File: config.mk
export PLATFORM = sky130hd
export DESIGN_NAME = dmem_arbiter
export DESIGN_NICKNAME = d
export VERILOG_FILES = /design/src/rtl/dmem_arbiter.sv
export SDC_FILE = /design/constraint.sdc
export NUM_CORES = 1
export LEC_CHECK = 0
export CAP_MARGIN = 25
export CORE_MARGIN = 2
export CORE_UTILIZATION = 41
export DETAILED_ROUTE_END_ITERATION = 8
export GPL_TIMING_DRIVEN = 0
export PLACE_DENSITY_LB_ADDON = 0.25
export SLEW_MARGIN = 20
export SYNTH_ARGS = -nofsm -noshare
export SYNTH_HDL_FRONTEND = slang
export SYNTH_SLANG_ARGS = --single-unit
File: constraint.sdc
create_clock -name clk -period 2.1 [get_ports clk]
set_clock_uncertainty 0.15 [all_clocks]
set_input_delay 0.42 -clock clk [delete_from_list [all_inputs] [get_ports clk]]
set_output_delay 0.42 -clock clk [all_outputs]
set_load 0.03 [all_outputs]
File: src/rtl/dmem_arbiter.sv
// dmem_arbiter: two-port round-robin arbiter and sequencer for the single-port data memory.
// One access per grant; each access takes one SERVE cycle and returns a one-cycle ack.
module dmem_arbiter #(
    parameter int ADDR_W = 32,
    parameter int DATA_W = 32,
    parameter int DEPTH  = 256
) (
    input  logic              clk,
    input  logic              rst,
    input  logic              req0,
    input  logic              we0,
    input  logic [ADDR_W-1:0] addr0,
    input  logic [DATA_W-1:0] wdata0,
    output logic              ack0,
    output logic [DATA_W-1:0] rdata0,
    output logic              err0,
    input  logic              req1,
    input  logic              we1,
    input  logic [ADDR_W-1:0] addr1,
    input  logic [DATA_W-1:0] wdata1,
    output logic              ack1,
    output logic [DATA_W-1:0] rdata1,
    output logic              err1,
    output logic [ADDR_W-1:0] mem_addr,
    output logic [DATA_W-1:0] mem_wdata,
    output logic              mem_we,
    output logic              mem_re,
    input  logic [DATA_W-1:0] mem_rdata
);
    typedef enum logic {IDLE, SERVE} state_t;
    state_t state;
    logic ptr, id_l, we_l, el0, el1, grant, in_range, serve;
    logic [ADDR_W-1:0] addr_l;
    logic [DATA_W-1:0] wdata_l;
    // A port in its ack cycle is not eligible, so a held request is never served twice.
    assign el0 = req0 && !ack0;
    assign el1 = req1 && !ack1;
    assign grant = (el0 && el1) ? ptr : el1;
    assign in_range = 64'(addr_l) < 64'(DEPTH);
    // Strobes are gated by rst so a reset edge never commits a write.
    assign serve = (state == SERVE) && !rst;
    assign mem_addr = serve ? addr_l : '0;
    assign mem_wdata = serve ? wdata_l : '0;
    assign mem_we = serve && we_l && in_range;
    assign mem_re = serve && !we_l && in_range;
    always_ff @(posedge clk) begin
        if (rst) begin
            state <= IDLE;
            ptr <= 1'b0;
            id_l <= 1'b0;
            we_l <= 1'b0;
            addr_l <= '0;
            wdata_l <= '0;
            ack0 <= 1'b0;
            ack1 <= 1'b0;
            err0 <= 1'b0;
            err1 <= 1'b0;
            rdata0 <= '0;
            rdata1 <= '0;
        end else begin
            ack0 <= 1'b0;
            ack1 <= 1'b0;
            err0 <= 1'b0;
            err1 <= 1'b0;
            if (state == IDLE) begin
                if (el0 || el1) begin
                    state <= SERVE;
                    id_l <= grant;
                    we_l <= grant ? we1 : we0;
                    addr_l <= grant ? addr1 : addr0;
                    wdata_l <= grant ? wdata1 : wdata0;
                end
            end else begin
                state <= IDLE;
                ptr <= !id_l;
                if (id_l) begin
                    ack1 <= 1'b1;
                    err1 <= !in_range;
                    if (!we_l) rdata1 <= in_range ? mem_rdata : '0;
                end else begin
                    ack0 <= 1'b1;
                    err0 <= !in_range;
                    if (!we_l) rdata0 <= in_range ? mem_rdata : '0;
                end
            end
        end
    end
endmodule

==> reports/results.ini, run 1 <==
[outcome]
status = finished, violations left
violations = negative setup slack

[synth]
ys.flop_type = dfxtp_1
yosysSeqAreaShare = 0.4501
yosys-top-cells-count = 194 x nand2_1, 136 x dfxtp_1, 68 x nor2_1
synth.distinct_cells = 28
yosysMostFrequentCell = nand2_1
postSynthAreaPerCell_um2 = 7.939
synth_area_um2 = 6050
ys_warn_count = 0
ys_seq_elements = 136
syn_inst = 762
synth_edf_count = 0
synth_top_cell_area_share = 0.4501
synth_area_leaders = dfxtp_1 45%, nand2_1 12%, a311oi_1 9.4%
synth_top_cell_by_area = dfxtp_1
async_reset_ff_frac = 0
syn_nets = 928

[timing]
setup_viol = 66
slew_headroom = 0.5421
rsz0062_at_grt = true
final_hold_viol_count = 0
final.min_clock_period_ns = 2.527
fmax_mhz = 395.8
worst_slew_pin_slew_ns = 0.6854
finalMaxSlewViolations = 0
period_share = 1.203
fin_ws_ns = -0.4266

[grt]
grt_first_pass_wirelength_um = 33710
grt_pass1_vias = 6697
grt_overflow = 0
antenna_found_initial = 0
grt_max_degree = 17
grtUsageTotal = 0.2677

[clock_tree]
clkSinkCount = 136
cts_hold_buf = 0
htree_num_levels = 4
numCtsBuffers = 17
clk_pin_slew_ns = 0.06
cts_tree = done
clockBufferDepth = 2
clk_latency_ns = 0.42
cts-root-buf = clkbuf_16

[power_and_ir_drop]
p_leak_nw = 3.860
p_seq_frac = 0.390
power_switching_share = 0.2600
internal-power_w = 0.005368
p_switching_w = 0.001886
power.total_w = 0.007254
p_per_area_nw_per_um2 = 730.8
p_clk_frac = 0.427
vdd_ir_drop_max_mv = 0.5625
comb_power_share = 0.184

[die]
dieArea_um2 = 15740
initial_core_util = 0.4178
core_um2 = 14480
rows = 44
die_height_um = 125.5
die_width_um = 125.5
ioPinCount = 300

[setup_path]
crit_fanout = 3
crit_required_ns = 1.53
timing.critical_path.arrival_ns = 1.96
timing.critical_path.to_type = output port
cp-start-kind = register
crit_slowest_cell = or4_4
cp_num_buf_inv = 1
cpLargestDelayFamily = simple AND/OR/NAND/NOR gates
critical_path_class = reg2out
cp_cell_sequence = or4_4 > nor2_4 > and2_4 > nor3b_4 > buf_6
critPathMaxStageDelay_ns = 0.54

[detailed_routing]
vias_per_cell = 5.222
postRouteAntennaNets = 0
drc = 0
wire_per_inst_um = 16.74
vias = 6694
wirelength_um = 21470
dr.pass1.iters = 6
drt_iter0_drc = 324

[job]
drv_cap = 0

[placement]
io_buffers = 298
place.gp.congestion = 0.8604
place_inst = 1244
place_ws_ns = -0.9371
hpwl_um = 16060

[hold_path]
hp-class = reg2reg

[cells_and_area]
final_nets = 1251
syn_to_final_growth_pct = 64.07
drive_above_1_share = 0.1485
fin_cells = 1282
antennaDiodeCount = 0

==> power groups by stage <==
stage,clock (W),sequential [W],combinational [W]
6_report,0.00309,0.00283,0.00133
3_5_place_dp,0,0.00287,0.00129
5_1_grt,0.00322,0.00285,0.00145
4_1_cts,0.00312,0.00282,0.00132
2_1_floorplan,0,0.00285,0.000712
3_3_place_gp,0,0.00287,0.00128
==> final timing paths <==
check / start / to / depth (start not counted) / slack, ns
max: addr_l[18] / mem_re / 5 / -0.43
min: rdata0[15] / rdata0[15] / 2 / 0.30
max reg2reg: ack0 / addr_l[19] / 6 / 0.11
min reg2reg: rdata0[15] / rdata0[15] / 2 / 0.30
==> placed cells by master (no fill, tap or decap), types with 2 or more instances in the layout <==
cell / count
nor2_1: 68
clkbuf_8: 11
or4_4: 2
clkbuf_4: 3
nand4_1: 64
clkbuf_16: 17
buf_4: 55
a21oi_1: 64
buf_1: 2
clkdlybuf4s50_1: 232
dfxtp_1: 132
buf_12: 7
and2_1: 64
nand2b_1: 3
clkinv_2: 6
buf_6: 11
clkbuf_1: 32
buf_2: 29
clkbuf_2: 4
nand3b_1: 2
dfxtp_2: 4
nand2_1: 194
nor3_1: 2
bufinv_16: 3
a311oi_1: 65
nor4_1: 2
nor2b_1: 3
==> cell families (layout without fill, tap and decap cells) <==
family / Yosys count / in the layout / share of synthesized area
AOI/OAI and AO/OA: 133 / 133 / 0.1516
buffers and inverters: 78 / 414 / 0.07259
DFF: 136 / 136 / 0.4501
muxes: 1 / 1 / 0.001655
and+or+nand+nor: 414 / 414 / 0.3241
==> per-stage QoR <==
step | setup TNS (ns) | cell area [µm²] | utilization | hold slack [ns]
floorplan | 0 | 6061 | - | 0.3081
global placement | -74.04 | 9274 | 0.6405 | 0.2883
detailed placement | -76.15 | 9274 | 0.6405 | 0.2929
CTS | -14.55 | 9874 | 0.6820 | 0.3005
global route | -22.01 | 9926 | 0.6855 | 0.3189
finish | -15.51 | 9926 | 0.6855 | 0.2987
==> per-layer routing <==
layer | GRT usage | routed length (µm) | vias to the layer above
met5 | 0 | 0 | -
met4 | 0.1203 | 687 | 0
met3 | 0.07831 | 1733 | 45
met2 | 0.4601 | 10450 | 284
met1 | 0.3077 | 8599 | 3061
li1 | - | - | 3304
==> layout make-up <==
type	count	area (µm²)
fillers	1263	4553
plain buffers	77	519.2
well taps	184	230.2
inverters	1	3.754
flip-flops and latches	136	2728
clock buffers	23	488.0
clock inverters	9	120.1
repair buffers	304	2899
multi-input cells	548	2938
==> registers in the layout (all words and copies together), names as in the netlist <==
| signal | cells |
|---|---|
| addr_l | 32 |
| ptr | 1 |
| ack1 | 1 |
| err1 | 1 |
| id_l | 1 |
| wdata_l | 32 |
| err0 | 1 |
| rdata1 | 32 |
| we_l | 1 |
| rdata0 | 32 |
| ack0 | 1 |
| state | 1 |
==> worst register-to-register path, cell delays in order, from the launching register on <==
cell and delay, ns:
dfxtp_1 0.32, nand2b_1 0.21, o21ai_1 0.24, buf_2 0.29, buf_2 0.27, nand2_1 0.08
a311oi_1 0.33
==> repair_timing <==
item / in CTS / in global routing
setup buffers: 4 / 1
endpoints found under the setup margin: 67 / 127
endpoints found under the hold margin: 0 / 0
pin swaps: 2 / 0
gates resized for setup: 431 / 15
gates cloned: 1 / 0
(Power assumes the default switching activity.)
==> inputs of run 2 (changes only) <==
HOLD_SLACK_MARGIN = 0.03   (was unset)
SKIP_LAST_GASP = 1   (was unset)
==> run 2 against run 1 <==
  * The run still ends with negative setup slack left
  * First-iteration DRC count up 2.2%
  * Power down 0.14%
  * Critical path depth unchanged
  * Sequential power about the same
  * Final area down 0.38%
  * Hold slack about the same
  * Cell count unchanged
  * Count of clock-buffer cells in the layout unchanged
  * Flip-flop and latch count unchanged
  * Sequential share of layout area up 0.10 points
  * Clock power about the same
  * Core utilization down 0.26 points
  * Largest cell class unchanged
  * Largest power group unchanged
  * Highest routed layer unchanged
==> reports/results.ini, run 2 (synthesis results as in run 1) <==
[power_and_ir_drop]
p_leak_nw = 3.853  ; was 3.860 nW
vdd_ir_drop_max_mv = 0.5631  ; was 0.5625 mV
comb_power_share = 0.183  ; was 0.184
internal-power_w = 0.005364  ; was 0.005368 W
p_seq_frac = 0.390  ; about the same
p_per_area_nw_per_um2 = 732.6  ; was 730.8 nW/µm²
power.total_w = 0.007244  ; was 0.007254 W
p_switching_w = 0.001880  ; was 0.001886 W
power_switching_share = 0.2595  ; was 0.2600
p_clk_frac = 0.426  ; was 0.427

[setup_path]
cp_num_buf_inv = 1  ; unchanged
cp_cell_sequence = or4_4 > nor2_4 > and2_4 > nor3b_4 > buf_6  ; unchanged
timing.critical_path.arrival_ns = 1.95  ; was 1.96 ns
critical_path_class = reg2out  ; unchanged
crit_start = addr_l[18]  ; unchanged
timing.critical_path.to_type = output port  ; unchanged
crit_slowest_cell = or4_4  ; unchanged
crit_required_ns = 1.53  ; about the same
critPathMaxStageDelay_ns = 0.54  ; about the same
cpLargestDelayFamily = simple AND/OR/NAND/NOR gates  ; unchanged
reg2reg_from = ack0  ; unchanged
crit_fanout = 3  ; unchanged
cp-start-kind = register  ; unchanged

[clock_tree]
cts-root-buf = clkbuf_16  ; unchanged
clockBufferDepth = 2  ; unchanged
htree_num_levels = 4  ; unchanged
clk_latency_ns = 0.42  ; about the same
cts_hold_buf = 0  ; unchanged
cts_tree = done  ; unchanged
clkSinkCount = 136  ; unchanged
numCtsBuffers = 17  ; unchanged
clk_pin_slew_ns = 0.06  ; about the same

[timing]
hold_ws_ns = 0.2986  ; was 0.2987 ns
setup-tns-final_ns = -15.78  ; was -15.51 ns
period_share = 1.202  ; was 1.203
slew_headroom = 0.5325  ; was 0.5421
setup_viol = 66  ; unchanged
rsz0062_at_grt = true  ; unchanged
fin_ws_ns = -0.4238  ; was -0.4266 ns
final.min_clock_period_ns = 2.524  ; was 2.527 ns
final_hold_viol_count = 0  ; unchanged
finalMaxSlewViolations = 0  ; unchanged
worst_slew_pin_slew_ns = 0.6997  ; was 0.6854 ns
fmax_mhz = 396.2  ; was 395.8 MHz

[die]
ioPinCount = 300  ; unchanged
dieArea_um2 = 15740  ; unchanged
die_height_um = 125.5  ; unchanged
die_width_um = 125.5  ; unchanged
rows = 44  ; unchanged
initial_core_util = 0.4178  ; unchanged
core_um2 = 14480  ; unchanged

[grt]
antenna_found_initial = 0  ; unchanged
grt_first_pass_wirelength_um = 33700  ; was 33710 µm
grt.met3_usage = 0.07831  ; unchanged
grt_max_degree = 17  ; unchanged
grt_overflow = 0  ; unchanged
grt_pass1_vias = 6690  ; was 6697
grtUsageTotal = 0.2675  ; was 0.2677
met1_usage = 0.3083  ; was 0.3077
use_met2 = 0.4595  ; was 0.4601
busiest_layer = met2  ; unchanged

[cells_and_area]
syn_to_final_growth_pct = 63.45  ; was 64.07%
final_common_cell = clkdlybuf4s50_1  ; unchanged
mostFrequentLayoutCells = 232 x clkdlybuf4s50_1, 194 x nand2_1, 132 x dfxtp_1  ; unchanged
antennaDiodeCount = 0  ; unchanged
fill_cells = 1272  ; was 1263
drive_above_1_share = 0.1485  ; unchanged
final_nets = 1251  ; unchanged
fin_cells = 1282  ; unchanged

[hold_path]
hp-class = reg2reg  ; unchanged
worstHoldStart = rdata0[15]  ; unchanged

[detailed_routing]
vias_per_cell = 5.234  ; was 5.222
postRouteAntennaNets = 0  ; unchanged
wire_per_inst_um = 16.71  ; was 16.74 µm
wirelength_um = 21430  ; was 21470 µm
vias = 6710  ; was 6694
dr.pass1.iters = 5  ; was 6
drc = 0  ; unchanged
drt_iter0_drc = 331  ; was 324

[job]
drv_cap = 0  ; unchanged

[outcome]
status = finished, violations left  ; unchanged
violations = negative setup slack  ; unchanged

[placement]
hpwl_um = 16060  ; unchanged
place.gp.congestion = 0.8604  ; unchanged
io_buffers = 298  ; unchanged
place_inst = 1244  ; unchanged

[run 2: power groups by stage]
stage	logic, W	registers, W	clock network, W
final	0.00133	0.00283	0.00309
after global routing	0.00144	0.00285	0.00322
after CTS	0.00132	0.00282	0.00312
after global placement	0.00128	0.00287	0
after detailed placement	0.00129	0.00287	0
after floorplan	0.000712	0.00285	0
[run 2: tightest hold or removal path, stage by stage, from the launching register on]
cell and delay (ns):
dfxtp_1 0.31, nand2_1 0.05, a21oi_1 0.05
[run 2: path summary, 6_finish.rpt]
path         cells after the start    endpoint  slack [ns]
min                              2  rdata0[15]        0.30
max reg2reg                      6  addr_l[19]        0.11
min reg2reg                      2  rdata0[15]        0.30
max                              5      mem_re       -0.42
[run 2: routing by layer]
metal,wire length (µm),part of all wire
met1,8527,0.40
met2,10470,0.49
met3,1731,0.081
met4,702,0.033
met5,0,0
[run 2: through the flow]
step	instance area (µm²)	util	setup slack (ns)
6_report	9888	0.6829	-0.4238
5_1_grt	9888	0.6829	-0.4824
4_1_cts	9837	0.6794	-0.4170
3_5_place_dp	9274	0.6405	-0.9371
3_3_place_gp	9274	0.6405	-0.9188
2_1_floorplan	6061	-	0.01850
[run 2: cell type report]
cell class                 instances  area (µm²)  area share
tap                              184       230.2     0.02328
clock buffer                      23       488.0     0.04935
buffer                            77       519.2     0.05251
inverter                           1       3.754   0.0003796
multi-input combinational        548        2938      0.2971
sequential                       136        2728      0.2758
clock inverter                     9       120.1     0.01215
timing repair buffer             304        2861      0.2894
[run 2: repair_timing]
item	4_1_cts	5_1_grt
buffers inserted	4	1
gates cloned	1	0
setup endpoints to repair	67	127
gates resized for setup	421	15
pin swaps	2	0
==> inputs of run 3 (changes only) <==
--- a/config.mk
+++ b/config.mk
@@ -14,2 +14,3 @@
 export PLACE_DENSITY_LB_ADDON = 0.25
+export SKIP_CTS_REPAIR_TIMING = 1
 export SKIP_LAST_GASP = 1
==> constraint.sdc (replaced) <==
create_clock -name clk -period 2.1 [get_ports clk]
set_clock_uncertainty 0.15 [all_clocks]
set_input_delay 0.63 -clock clk [delete_from_list [all_inputs] [get_ports clk]]
set_output_delay 0.63 -clock clk [all_outputs]
set_load 0.03 [all_outputs]
==> run 3 against run 2 <==
  * The run still ends with negative setup slack left
  * Setup slack got worse by 0.19 ns
  * Wire length rose by 6.9%
  * Hold slack worse by 0.00066 ns
  * Critical path depth unchanged
  * Flip-flop and latch count did not move
  * Non-clock buffer count grew 12
  * Sequential share of layout area down 2.3 points
  * Via count rose by 3.0%
  * Power increased by 4.0%
==> reports/results.ini, run 3 (synthesis results as in run 1) <==
[timing]
fmax_mhz = 369.2  ; was 396.2 MHz
final_hold_viol_count = 0  ; unchanged
finalMaxSlewViolations = 0  ; unchanged
setup_viol = 66  ; unchanged
setup-tns-final_ns = -22.00  ; was -15.78 ns
worst_slew_pin_slew_ns = 0.6245  ; was 0.6997 ns
final.min_clock_period_ns = 2.709  ; was 2.524 ns
hold_ws_ns = 0.2979  ; was 0.2986 ns
slew_headroom = 0.5836  ; was 0.5325
period_share = 1.290  ; was 1.202
rsz0062_at_grt = true  ; unchanged
fin_ws_ns = -0.6089  ; was -0.4238 ns

[cells_and_area]
fill_cells = 1110  ; was 1272
drive_above_1_share = 0.2324  ; was 0.1485
multi_input_area_um2 = 3120  ; was 2938 µm²
final_common_cell = nand2_1  ; was clkdlybuf4s50_1
mostFrequentLayoutCells = 194 x nand2_1, 164 x clkdlybuf4s50_1, 132 x dfxtp_1  ; was 232 x clkdlybuf4s50_1, 194 x nand2_1, 132 x dfxtp_1
syn_to_final_growth_pct = 78.39  ; was 63.45%
antennaDiodeCount = 0  ; unchanged
regArea_um2 = 2728  ; unchanged
design_area_um2 = 10790  ; was 9888 µm²
final_nets = 1263  ; was 1251

[die]
die_width_um = 125.5  ; unchanged
ioPinCount = 300  ; unchanged
dieArea_um2 = 15740  ; unchanged
core_um2 = 14480  ; unchanged
die_height_um = 125.5  ; unchanged
rows = 44  ; unchanged
initial_core_util = 0.4178  ; unchanged

[job]
drv_cap = 0  ; unchanged

[detailed_routing]
drc = 0  ; unchanged
postRouteAntennaNets = 0  ; unchanged
wirelength_um = 22900  ; was 21430 µm
vias_per_cell = 5.341  ; was 5.234
dr.pass1.iters = 5  ; unchanged
wire_per_inst_um = 17.70  ; was 16.71 µm
vias = 6911  ; was 6710
drt_iter0_drc = 349  ; was 331

[grt]
antenna_found_initial = 0  ; unchanged
grt_max_degree = 17  ; unchanged
grtUsageTotal = 0.2726  ; was 0.2675
grt_first_pass_wirelength_um = 34080  ; was 33700 µm
grt_overflow = 0  ; unchanged
grt_pass1_vias = 6496  ; was 6690

[setup_path]
critPathMaxStageDelay_ns = 0.55  ; was 0.54 ns
cp-start-kind = register  ; unchanged
timing.critical_path.to_type = output port  ; unchanged
cp_cell_sequence = or4_4 > nor2_4 > and2_4 > and3_2 > buf_4  ; was or4_4 > nor2_4 > and2_4 > nor3b_4 > buf_6
crit_required_ns = 1.32  ; was 1.53 ns
critical_path_class = reg2out  ; unchanged
crit_fanout = 4  ; was 3
timing.critical_path.arrival_ns = 1.93  ; was 1.95 ns
crit_slowest_cell = or4_4  ; unchanged

[clock_tree]
numCtsBuffers = 17  ; unchanged
clockBufferDepth = 2  ; unchanged
clk_pin_slew_ns = 0.06  ; about the same
clk_latency_ns = 0.42  ; about the same
cts_tree = done  ; unchanged
htree_num_levels = 4  ; unchanged
cts-root-buf = clkbuf_16  ; unchanged
clkSinkCount = 136  ; unchanged

[power_and_ir_drop]
p_leak_nw = 5.413  ; was 3.853 nW
vdd_ir_drop_max_mv = 0.5747  ; was 0.5631 mV
p_per_area_nw_per_um2 = 698.0  ; was 732.6 nW/µm²

[outcome]
violations = negative setup slack  ; unchanged
status = finished, violations left  ; unchanged

[placement]
io_buffers = 298  ; unchanged
place_area_um2 = 9488  ; was 9274 µm²
hpwl_um = 16610  ; was 16060 µm
place.gp.congestion = 0.8482  ; was 0.8604

[hold_path]
hp-class = reg2reg  ; unchanged

-- run 3: power by group --
part | internal [W] | switching (W) | total [W]
clock network | 0.00207 | 0.00114 | 0.00322
registers | 0.00273 | 0.000100 | 0.00283
logic | 0.000763 | 0.000720 | 0.00148
-- run 3: metrics by stage --
| step | std cells | total power [W] | utilization | worst slack (ns) |
|---|---|---|---|---|
| global route | 1294 | 0.007809 | 0.7453 | -0.6618 |
| global placement | 1244 | 0.004194 | 0.6553 | -0.9176 |
| CTS | 1276 | 0.007408 | 0.6994 | -1.246 |
| detailed placement | 1244 | 0.004211 | 0.6553 | -0.9416 |
| finish | 1294 | 0.007533 | 0.7453 | -0.6089 |
| floorplan | 762 | 0.003614 | - | -0.1619 |
-- run 3: metal layers --
layer  share of wire  up-vias  GRT usage
met2            0.49      295     0.4588
li1                -     3334          -
met1            0.39     3228     0.3261
met4           0.032        0     0.1065
met5               0        -          0
met3           0.084       54    0.08258
-- run 3: layout make-up --
| class | count | share of cell area |
|---|---|---|
| Inverter | 1 | 0.0003478 |
| Sequential cell | 136 | 0.2528 |
| Clock inverter | 12 | 0.01600 |
| Multi-Input combinational cell | 548 | 0.2892 |
| Timing Repair Buffer | 316 | 0.3214 |
| Clock buffer | 20 | 0.04325 |
| Tap cell | 184 | 0.02133 |
| Buffer | 77 | 0.05577 |
-- run 3: critical path: cells and delay by family, from the launching register on --
| family | cells | cell delay (ns) |
|---|---|---|
| buffers and inverters | 1 | 0.17 |
| flip-flops | 1 | 0.33 |
| AND/OR/NAND/NOR | 4 | 1.02 |
-- run 3: path summary, 6_finish.rpt --
kind,from,end,slack (ns),cells past startpoint
hold / removal,rdata1[21],rdata1[21],0.30,2
hold reg to reg,rdata1[21],rdata1[21],0.30,2
setup reg to reg,addr_l[20],rdata0[22],0.12,6
setup / recovery,addr_l[16],mem_we,-0.61,5
